### src/rtl/mux8_arb_pkg.sv
// Shared definitions for the 8-requester round-robin mux arbiter.
//   N      : number of requesters (fixed at 8)
//   SEL_W  : mux select width, log2(N)
//   state_t: arbiter state (IDLE = no beat presented, GRANT = beat presented)
//   onehot : index -> one-hot grant vector
package mux8_arb_pkg;

    localparam int N     = 8;
    localparam int SEL_W = 3;

    typedef enum logic {
        IDLE  = 1'b0,
        GRANT = 1'b1
    } state_t;

    function automatic logic [N-1:0] onehot(input logic [SEL_W-1:0] i);
        logic [N-1:0] v;
        v    = '0;
        v[i] = 1'b1;
        return v;
    endfunction

endpackage

### src/rtl/rr_pick.sv
// Combinational round-robin priority picker.
//   req      : request vector
//   ptr      : index scanned first; the scan continues ptr+1 .. ptr+7 (mod 8)
//   mask_idx : index to skip (the requester just served)
//   mask_en  : enables the skip
//   found    : a winner exists
//   idx      : winning index (valid when found)
// A masked requester is still picked when it is the only one requesting.
module rr_pick
    import mux8_arb_pkg::*;
(
    input  logic [N-1:0]     req,
    input  logic [SEL_W-1:0] ptr,
    input  logic [SEL_W-1:0] mask_idx,
    input  logic             mask_en,
    output logic             found,
    output logic [SEL_W-1:0] idx
);

    logic [SEL_W-1:0] cand;

    always_comb begin
        found = 1'b0;
        idx   = ptr;
        cand  = '0;
        // Scan from the farthest offset down so the nearest hit to ptr wins.
        for (int k = N - 1; k >= 0; k--) begin
            cand = ptr + SEL_W'(k);
            if (req[cand] && !(mask_en && (cand == mask_idx))) begin
                found = 1'b1;
                idx   = cand;
            end
        end
        if (!found && mask_en && req[mask_idx]) begin
            found = 1'b1;
            idx   = mask_idx;
        end
    end

endmodule

### src/rtl/mux8_rr_arbiter.sv
// Round-robin arbiter sharing one 8:1 mux output channel between 8 requesters.
// The grant is held until the beat is accepted (out_valid & out_ready), then
// priority rotates past the served requester; back-to-back beats are allowed.
// Optional feature: define MUX8_ARB_LOCK_EN to let a granted requester keep the
// channel for a burst while lock[sel] and req[sel] are high at acceptance.
//   clk, rst  : clock, synchronous active-high reset
//   req, lock : per-requester request / burst lock
//   data_in   : packed payloads, requester i at [i*DATA_W +: DATA_W]
//   gnt, sel  : registered one-hot grant and mux select
//   out_data, out_valid, out_ready : output channel
//   busy      : mirrors out_valid
module mux8_rr_arbiter
    import mux8_arb_pkg::*;
#(
    parameter int DATA_W = 8
)(
    input  logic                clk,
    input  logic                rst,
    input  logic [N-1:0]        req,
    input  logic [N-1:0]        lock,
    input  logic [N*DATA_W-1:0] data_in,
    output logic [N-1:0]        gnt,
    output logic [SEL_W-1:0]    sel,
    output logic [DATA_W-1:0]   out_data,
    output logic                out_valid,
    input  logic                out_ready,
    output logic                busy
);

    state_t           state;
    logic [SEL_W-1:0] ptr;
    logic [SEL_W-1:0] pick_ptr;
    logic [SEL_W-1:0] pick_idx;
    logic             pick_found;
    logic             hold;

    // While granted, arbitrate as if the pointer had already advanced, so the
    // next winner is ready on the acceptance edge.
    assign pick_ptr = (state == GRANT) ? sel + 1'b1 : ptr;

    rr_pick u_pick (
        .req      (req),
        .ptr      (pick_ptr),
        .mask_idx (sel),
        .mask_en  (state == GRANT),
        .found    (pick_found),
        .idx      (pick_idx)
    );

`ifdef MUX8_ARB_LOCK_EN
    assign hold = lock[sel] & req[sel];
`else
    logic unused_lock;
    assign unused_lock = ^lock;
    assign hold        = 1'b0;
`endif

    always_ff @(posedge clk) begin
        if (rst) begin
            state     <= IDLE;
            gnt       <= '0;
            sel       <= '0;
            ptr       <= '0;
            out_valid <= 1'b0;
        end else begin
            case (state)
                IDLE: begin
                    if (pick_found) begin
                        state     <= GRANT;
                        gnt       <= onehot(pick_idx);
                        sel       <= pick_idx;
                        out_valid <= 1'b1;
                    end
                end
                GRANT: begin
                    // A locked acceptance keeps gnt/sel and the pointer as-is.
                    if (out_ready && !hold) begin
                        ptr <= pick_ptr;
                        if (pick_found) begin
                            gnt <= onehot(pick_idx);
                            sel <= pick_idx;
                        end else begin
                            state     <= IDLE;
                            gnt       <= '0;
                            out_valid <= 1'b0;
                        end
                    end
                end
                default: begin
                    state     <= IDLE;
                    gnt       <= '0;
                    out_valid <= 1'b0;
                end
            endcase
        end
    end

    assign out_data = data_in[sel*DATA_W +: DATA_W];
    assign busy     = out_valid;

endmodule

### config.mk
export PLATFORM = sky130hd
export DESIGN_NAME = mux8_rr_arbiter
export DESIGN_NICKNAME = d
export VERILOG_FILES = /design/src/rtl/mux8_arb_pkg.sv /design/src/rtl/rr_pick.sv /design/src/rtl/mux8_rr_arbiter.sv
export SDC_FILE = /design/constraint.sdc
export NUM_CORES = 1
export LEC_CHECK = 0
export ABC_AREA = 1
export CAP_MARGIN = 10
export CORE_UTILIZATION = 43
export DETAILED_ROUTE_END_ITERATION = 10
export PLACE_DENSITY_LB_ADDON = 0.1
export SYNTH_ARGS = -nofsm -noshare
export SYNTH_HDL_FRONTEND = slang
export SYNTH_SLANG_ARGS = --single-unit
### constraint.sdc
create_clock -name clk -period 3.35 [get_ports clk]
set_clock_uncertainty 0.1 [all_clocks]
set_input_delay 0.67 -clock clk [delete_from_list [all_inputs] [get_ports clk]]
set_output_delay 0.67 -clock clk [all_outputs]
set_load 0.01 [all_outputs]
==> key figures, run 1 <==
Final layout
  – Reg area: approximately 320 µm²
  – Antenna Cells: 0
  – Footprint of the multi-input gates: 1720 µm²
  – Design Area, Final: 3360 µm²
  – P&R area growth vs syn: 47.3%
  – Share of cells above drive strength 1: 9.85%
  – NumNets Final: 615
  – # fillers: 517
  – Non-Filler Instances: 598

Drt
  – DRC: 0
  – Vias per inst: 5.06
  – WL/cell: between 10 and 15 µm
  – Post-DRT Antenna Nets: 0
  – Vias: roughly 3000
  – DRT Pass-1 Iters: 4
  – Drt initial violations: 92
  – Final wirelength: 7360 µm

Critical path
  – Reg2reg setup slack: 0.38 ns
  – Buf/Inv on CP: 2
  – R2R cell count: 17
  – WP data arrival: 3.05 ns
  – Critical-path cell list: ha_1 > nand2_1 > nand2_1 > ha_1 > inv_2 > o21ai_0 > a21oi_1 > nand3_1 > nand2_2 > nand3_2 > nor2_2 > nand2_4 > clkinv_2 > nor2_1 > a21oi_2 > nand3_1 > a21oi_1
  – Critical path's top delay family: simple AND/OR/NAND/NOR gates
  – Slowest cell on the critical path: dfxtp_1
  – Reg2Reg Launch Point: sel[0]
  – Worst R2R End: gnt[1]
  – Worst endpoint required time: ~3.4 ns
  – Crit path launch type: register
  – CP Max Fanout: 6
  – CP Depth: 17
  – Crit path capture: gnt[1]
  – Kind of critical path: register to register
  – Type of element capturing the critical path: register
  – CP Launch Point: sel[0]
  – CP peak stage delay: 0.34 ns

Synth
  – Post-Syn Nets: 522
  – Compound-Gate Fraction of Synth Area: between 20% and 30%
  – Synth top cells by count: nand2_1, nor2_1, o21ai_0, inv_1, nand3_1
  – Mapped Cells: 437
  – Main synth FF type: dfxtp_1
  – Post-synthesis xor/xnor area fraction: 0%
  – Mapped cell area: 2280 µm²
  – Main combinational cell family by area after synthesis: simple AND/OR/NAND/NOR gates
  – Post-synthesis mux area share: 0%
  – Leading area contributor after synthesis: nand2_1
  – FFs w/ async S/R, synth: 0%
  – Post-synth cell types: 29
  – Post-Synth Simple-Gate Area: between 40% and 50%
  – Count leader, synth: nand2_1
  – Adder-cell share of the synthesized area: between 1 and 1.5%
  – Yosys top cell area share: 21.6%
  – Synth top area cells: nand2_1, dfxtp_1, nor2_1, o21ai_0, nand3_1
  – Post-synth EDFFs: 0
  – Syn_area_per_cell: 5.21 µm²
  – Seq/Total Area, Yosys: 14.1%
  – YS warnings: 0
  – Synthesized flop and latch total: 16

Clock network
  – Worst skew pair latency: 0.24 ns
  – Hold-fix buffer count after cts: 0
  – H-tree lvl count: 1
  – CTS Root Cell: clkbuf_8
  – CTS tree: yes
  – Clk pin slew, worst setup/hold paths: 0.06 ns
  – TritonCTS Sinks: 16
  – Clock Path Buffers: 2
  – Clock buffer count from CTS: 3

Min path
  – Tightest Hold Check Type: register to register

Floorplan
  – # rows: 26
  – IO Pins: 104
  – Die Span Y: 74.8 µm
  – Core ar.: 5110 µm²
  – Starting Density: 44.6%
  – Die Footprint: ~5600 µm²
  – Die X: 74.8 µm

Pwr
  – Net Sw Frac: 54.0%
  – Pwr Density: 769 nW/µm²
  – NetSw: 1.39 mW
  – Worst vdd ir: 0.000388 V
  – Pwr Total: 2.58 mW
  – Reg power frac: between 10% and 20%
  – Combinational share of power: 83.3%
  – Clk pwr share: under 10%
  – Pint: 1.19 mW
  – Leakage: about 1.5 nW

Global route
  – First-pass GRT wire length: 11600 µm
  – Gr usage total: between 20% and 30%
  – Initial antenna violation count: 0
  – Vias in the first global route: 2668
  – Busiest grt layer: met2
  – Met2 usage: 49.7%
  – Grt met3 use: 4.95%
  – Largest net degree at the start of global routing: 40
  – Met1 Use GR: 31.0%
  – GRT overflow: 0

STA
  – Pins Over Slew Limit: 0
  – Final setup fails: 0
  – Unrepaired setup endpoints after global routing: false
  – Slew Limit Headroom: 70.9%
  – Final setup margin: roughly 0.38 ns
  – Final min period: 2.97 ns
  – Hold Fails Final Rpt: 0
  – Worst Max-Slew Pin Slew: between 0.4 and 0.5 ns
  – Final period utilization: 88.8%
  – F_max: 336 MHz
  – Setup tns final: 0 ns

Placement
  – Port-buffer cells: 95
  – HPWL after DPL: between 5000 and 6000 µm
  – Routability cong.: 0.935
  – Post-DP Area: 3290 µm²
  – Inst Count DP: 592
  – Worst slack at placement: about 0.31 ns

Run
  – Max-cap violations: 0

Status
  – Outcome: complete, no violations
-- sequential cells by signal, indices dropped and copies added, names as in the netlist --
name	cells
ptr	3
gnt	8
state	1
busy	1
sel	3
-- worst min-delay path by stage --
| stage | start | end | slack, ns | depth (start not counted) |
|---|---|---|---|---|
| finish | gnt[6] | gnt[6] | 0.37 | 2 |
| global route | gnt[4] | gnt[4] | 0.39 | 2 |
| CTS | gnt[5] | gnt[5] | 0.37 | 2 |
| detailed placement | gnt[5] | gnt[5] | 0.36 | 2 |
| global placement | gnt[3] | gnt[3] | 0.35 | 2 |
| floorplan | ptr[1] | ptr[1] | 0.36 | 2 |
-- per-layer routing --
metal	wire length (µm)	share of wire (%)
met5	0	0
met4	209	2.8
met3	371	5.0
met2	3590	49
met1	3190	43
-- kinds of logic (layout without fill, tap and decap cells) --
kind of cell | after synthesis | in the layout
simple gates | 262 | 262
compound gates | 98 | 98
buf+inv | 59 | 150
flops | 16 | 16
fa+ha+maj | 2 | 2
-- layout by cell type, fill, tap and decap left out, drive strengths merged --
| cell type | Yosys | final |
|---|---|---|
| o22ai | 8 | 8 |
| clkinv | 1 | 1 |
| a21boi | 2 | 2 |
| a32oi | 1 | 1 |
| nand3 | 34 | 34 |
| and2 | 1 | 1 |
| buf | 4 | 11 |
| inv | 40 | 39 |
| o21ai | 54 | 54 |
| a31oi | 8 | 8 |
| clkdlybuf4s50 | 0 | 95 |
| a211oi | 1 | 1 |
| a21oi | 21 | 21 |
| nor2 | 76 | 76 |
| nand4 | 3 | 3 |
| clkbuf | 14 | 3 |
| dfxtp | 16 | 16 |
| ha | 2 | 2 |
| nand2 | 148 | 148 |
| o211ai | 3 | 3 |
| clkinvlp | 0 | 1 |
-- layout make-up --
cell class | instances | share of cell area [%]
Clock buffer | 3 | 1.23
Tap cell | 70 | 2.61
Sequential cell | 16 | 9.54
Timing Repair Buffer | 106 | 30.8
Inverter | 41 | 4.73
Multi-Input combinational cell | 362 | 51.1
-- what timing repair did --
| item | in CTS | in global routing |
|---|---|---|
| setup buffers | 0 | 3 |
| setup endpoints to repair | 0 | 9 |
| resized for setup | 0 | 3 |
-- worst reg2reg max path, stage by stage, from the launching register on --
cell and delay, ns:
dfxtp_1 0.34, ha_1 0.31, nand2_1 0.07, nand2_1 0.08, ha_1 0.34, inv_2 0.12, o21ai_0 0.08, a21oi_1 0.16
nand3_1 0.13, nand2_2 0.13, nand3_2 0.10, nor2_2 0.21, nand2_4 0.11, clkinv_2 0.09, nor2_1 0.06, a21oi_2 0.23
nand3_1 0.12, a21oi_1 0.13
-- stage by stage --
step	hold WS [ns]	utilization (%)
global route	0.390	65.7
global placement	0.355	64.4
CTS	0.365	65.2
floorplan	0.358	-
finish	0.366	65.7
detailed placement	0.356	64.4
-- power groups by stage --
stage	clock network (mW)	logic, mW	registers [mW]
floorplan	0	1.42	0.325
global placement	0	2.08	0.291
detailed placement	0	2.10	0.293
CTS	0.146	2.11	0.289
global route	0.155	2.40	0.297
finish	0.144	2.15	0.288
(Power assumes the default switching activity.)
==> run 2: changes to the inputs <==
--- a/config.mk
+++ b/config.mk
@@ -10,6 +10,8 @@
 export CORE_UTILIZATION = 43
 export DETAILED_ROUTE_END_ITERATION = 10
 export PLACE_DENSITY_LB_ADDON = 0.1
+export RECOVER_POWER = 25
+export SKIP_LAST_GASP = 1
 export SYNTH_ARGS = -nofsm -noshare
 export SYNTH_HDL_FRONTEND = slang
 export SYNTH_SLANG_ARGS = --single-unit
==> key figures, run 2 (synthesized netlist as in run 1, its figures left out) <==
Critical path
  – WP data arrival: 3.06 ns
  – Type of element capturing the critical path: register
  – CP Max Fanout: 6
  – Crit path launch type: register
  – Reg2reg setup slack: between 0.3 and 0.4 ns
  – Worst endpoint required time: 3.43 ns
  – Kind of critical path: register to register

Global route
  – Largest net degree at the start of global routing: 40
  – First-pass GRT wire length: 11600 µm
  – Gr usage total: 27.0%
  – GRT overflow: 0
  – Initial antenna violation count: 0
  – Vias in the first global route: 2668

Drt
  – WL/cell: 12.4 µm
  – Final wirelength: around 7400 µm
  – Vias per inst: 5.06
  – Post-DRT Antenna Nets: 0
  – Drt initial violations: 93
  – Vias: 3024
  – DRC: 0
  – DRT Pass-1 Iters: 4

Final layout
  – Commonest non-fill, non-tap cell in the layout: nand2_1
  – Antenna Cells: 0
  – Footprint of the multi-input gates: 1720 µm²
  – # fillers: 517
  – Reg with most FFs: gnt
  – Share of cells above drive strength 1: around a tenth
  – Most frequent cells in the layout: nand2_1, clkdlybuf4s50_1, nor2_1
  – Largest regs: gnt x8, ptr x3, sel x3
  – P&R area growth vs syn: 47.3%
  – Max reg flops: 8
  – NumNets Final: 615
  – Reg area: 320 µm²

Run
  – Max-cap violations: 0

STA
  – Slew Limit Headroom: 69.7%
  – Final period utilization: 88.9%
  – Final min period: approximately 3.0 ns
  – Unrepaired setup endpoints after global routing: false
  – Hold Fails Final Rpt: 0
  – Final setup fails: 0
  – Worst Max-Slew Pin Slew: roughly 0.45 ns
  – Pins Over Slew Limit: 0
  – F_max: 336 MHz
  – Setup tns final: 0 ns

Clock network
  – TritonCTS Sinks: 16
  – H-tree lvl count: 1
  – Clock buffer count from CTS: 3
  – Clock Path Buffers: 2
  – CTS tree: yes
  – CTS Root Cell: clkbuf_8
  – Clk pin slew, worst setup/hold paths: 0.06 ns
  – Worst skew pair latency: roughly 0.24 ns

Pwr
  – Clk pwr share: 5.6%
  – NetSw: 1.40 mW
  – Net Sw Frac: a little over half
  – Leakage: 1.56 nW
  – Combinational share of power: 83.3%
  – Worst vdd ir: 0.000376 V
  – Pint: 1.18 mW
  – Pwr Total: 2.58 mW
  – Pwr Density: 768 nW/µm²
  – Reg power frac: between 10% and 20%

Min path
  – Tightest Hold Check Type: register to register

Floorplan
  – Starting Density: 44.6%
  – # rows: 26
  – Die X: 74.8 µm
  – Core ar.: 5110 µm²
  – Die Span Y: 74.8 µm
  – Die Footprint: 5590 µm²
  – IO Pins: 104

Placement
  – HPWL after DPL: 5900 µm
  – Port-buffer cells: 95
  – Routability cong.: roughly 0.93

Status
  – Outcome: complete, no violations
run 2: cell count changes in the layout (fill, tap and decap cells not counted):
cell and delta:
clkdlybuf4s50_1 -8, dlygate4sd3_1 +8
run 2: worst paths after layout:
kind	from	to	cells past startpoint
worst min register to register	gnt[5]	gnt[5]	2
worst max register to register	sel[0]	gnt[7]	19
worst min-delay path	gnt[5]	gnt[5]	2
worst max-delay path	sel[0]	gnt[7]	19
run 2: what timing repair did:
action | in CTS | in global routing
setup buffers | 0 | 3
hold buffers | 0 | 0
resized for setup | 0 | 3
endpoints found under the setup margin | 0 | 9
run 2: layout make-up:
| class | count | share of cell area (%) |
|---|---|---|
| clock buffers | 3 | 1.23 |
| inverters | 41 | 4.73 |
| multi-input cells | 362 | 51.1 |
| flip-flops and latches | 16 | 9.54 |
| well taps | 70 | 2.61 |
| repair buffers | 106 | 30.8 |
run 2: stage by stage:
step                cell area, µm²  util (%)  worst slack (ns)  std cells  hold slack [ns]
floorplan                     2280         -             0.457        437            0.358
global placement              3290      64.4             0.317        592            0.355
detailed placement            3290      64.4             0.311        592            0.356
CTS                           3330      65.2             0.211        595            0.365
global route                  3360      65.7            0.0633        598            0.386
finish                        3360      65.7             0.370        598            0.363
run 2: power groups by stage:
stage               logic [mW]  clock network (mW)  registers, mW
floorplan                 1.42                   0          0.325
global placement          2.08                   0          0.291
detailed placement        2.10                   0          0.293
CTS                       2.11               0.146          0.289
global route              2.39               0.155          0.296
finish                    2.15               0.145          0.287
run 2: layer usage:
| metal | vias up | routed length, µm | share of wire [%] | track usage (%) |
|---|---|---|---|---|
| met5 | - | 0 | 0 | 0 |
| met4 | 0 | 210 | 2.8 | 9.64 |
| met3 | 16 | 349 | 4.7 | 4.95 |
| met2 | 84 | 3600 | 49 | 49.7 |
| met1 | 1313 | 3240 | 44 | 31.0 |
| li1 | 1611 | - | - | - |
run 2: critical path: stages (launching register included):
cell and delay [ns]:
dfxtp_1 0.34, ha_1 0.31, nand2_1 0.07, nand2_1 0.08, ha_1 0.34, inv_2 0.12, o21ai_0 0.08, a21oi_1 0.16
nand3_1 0.13, a21boi_0 0.22, nand3_1 0.11, nand2_1 0.08, nand2_1 0.06, nand2_1 0.06, nand2_1 0.05, nand2_1 0.05
nand2_1 0.09, a21oi_2 0.21, nand3_1 0.13, a21oi_1 0.13
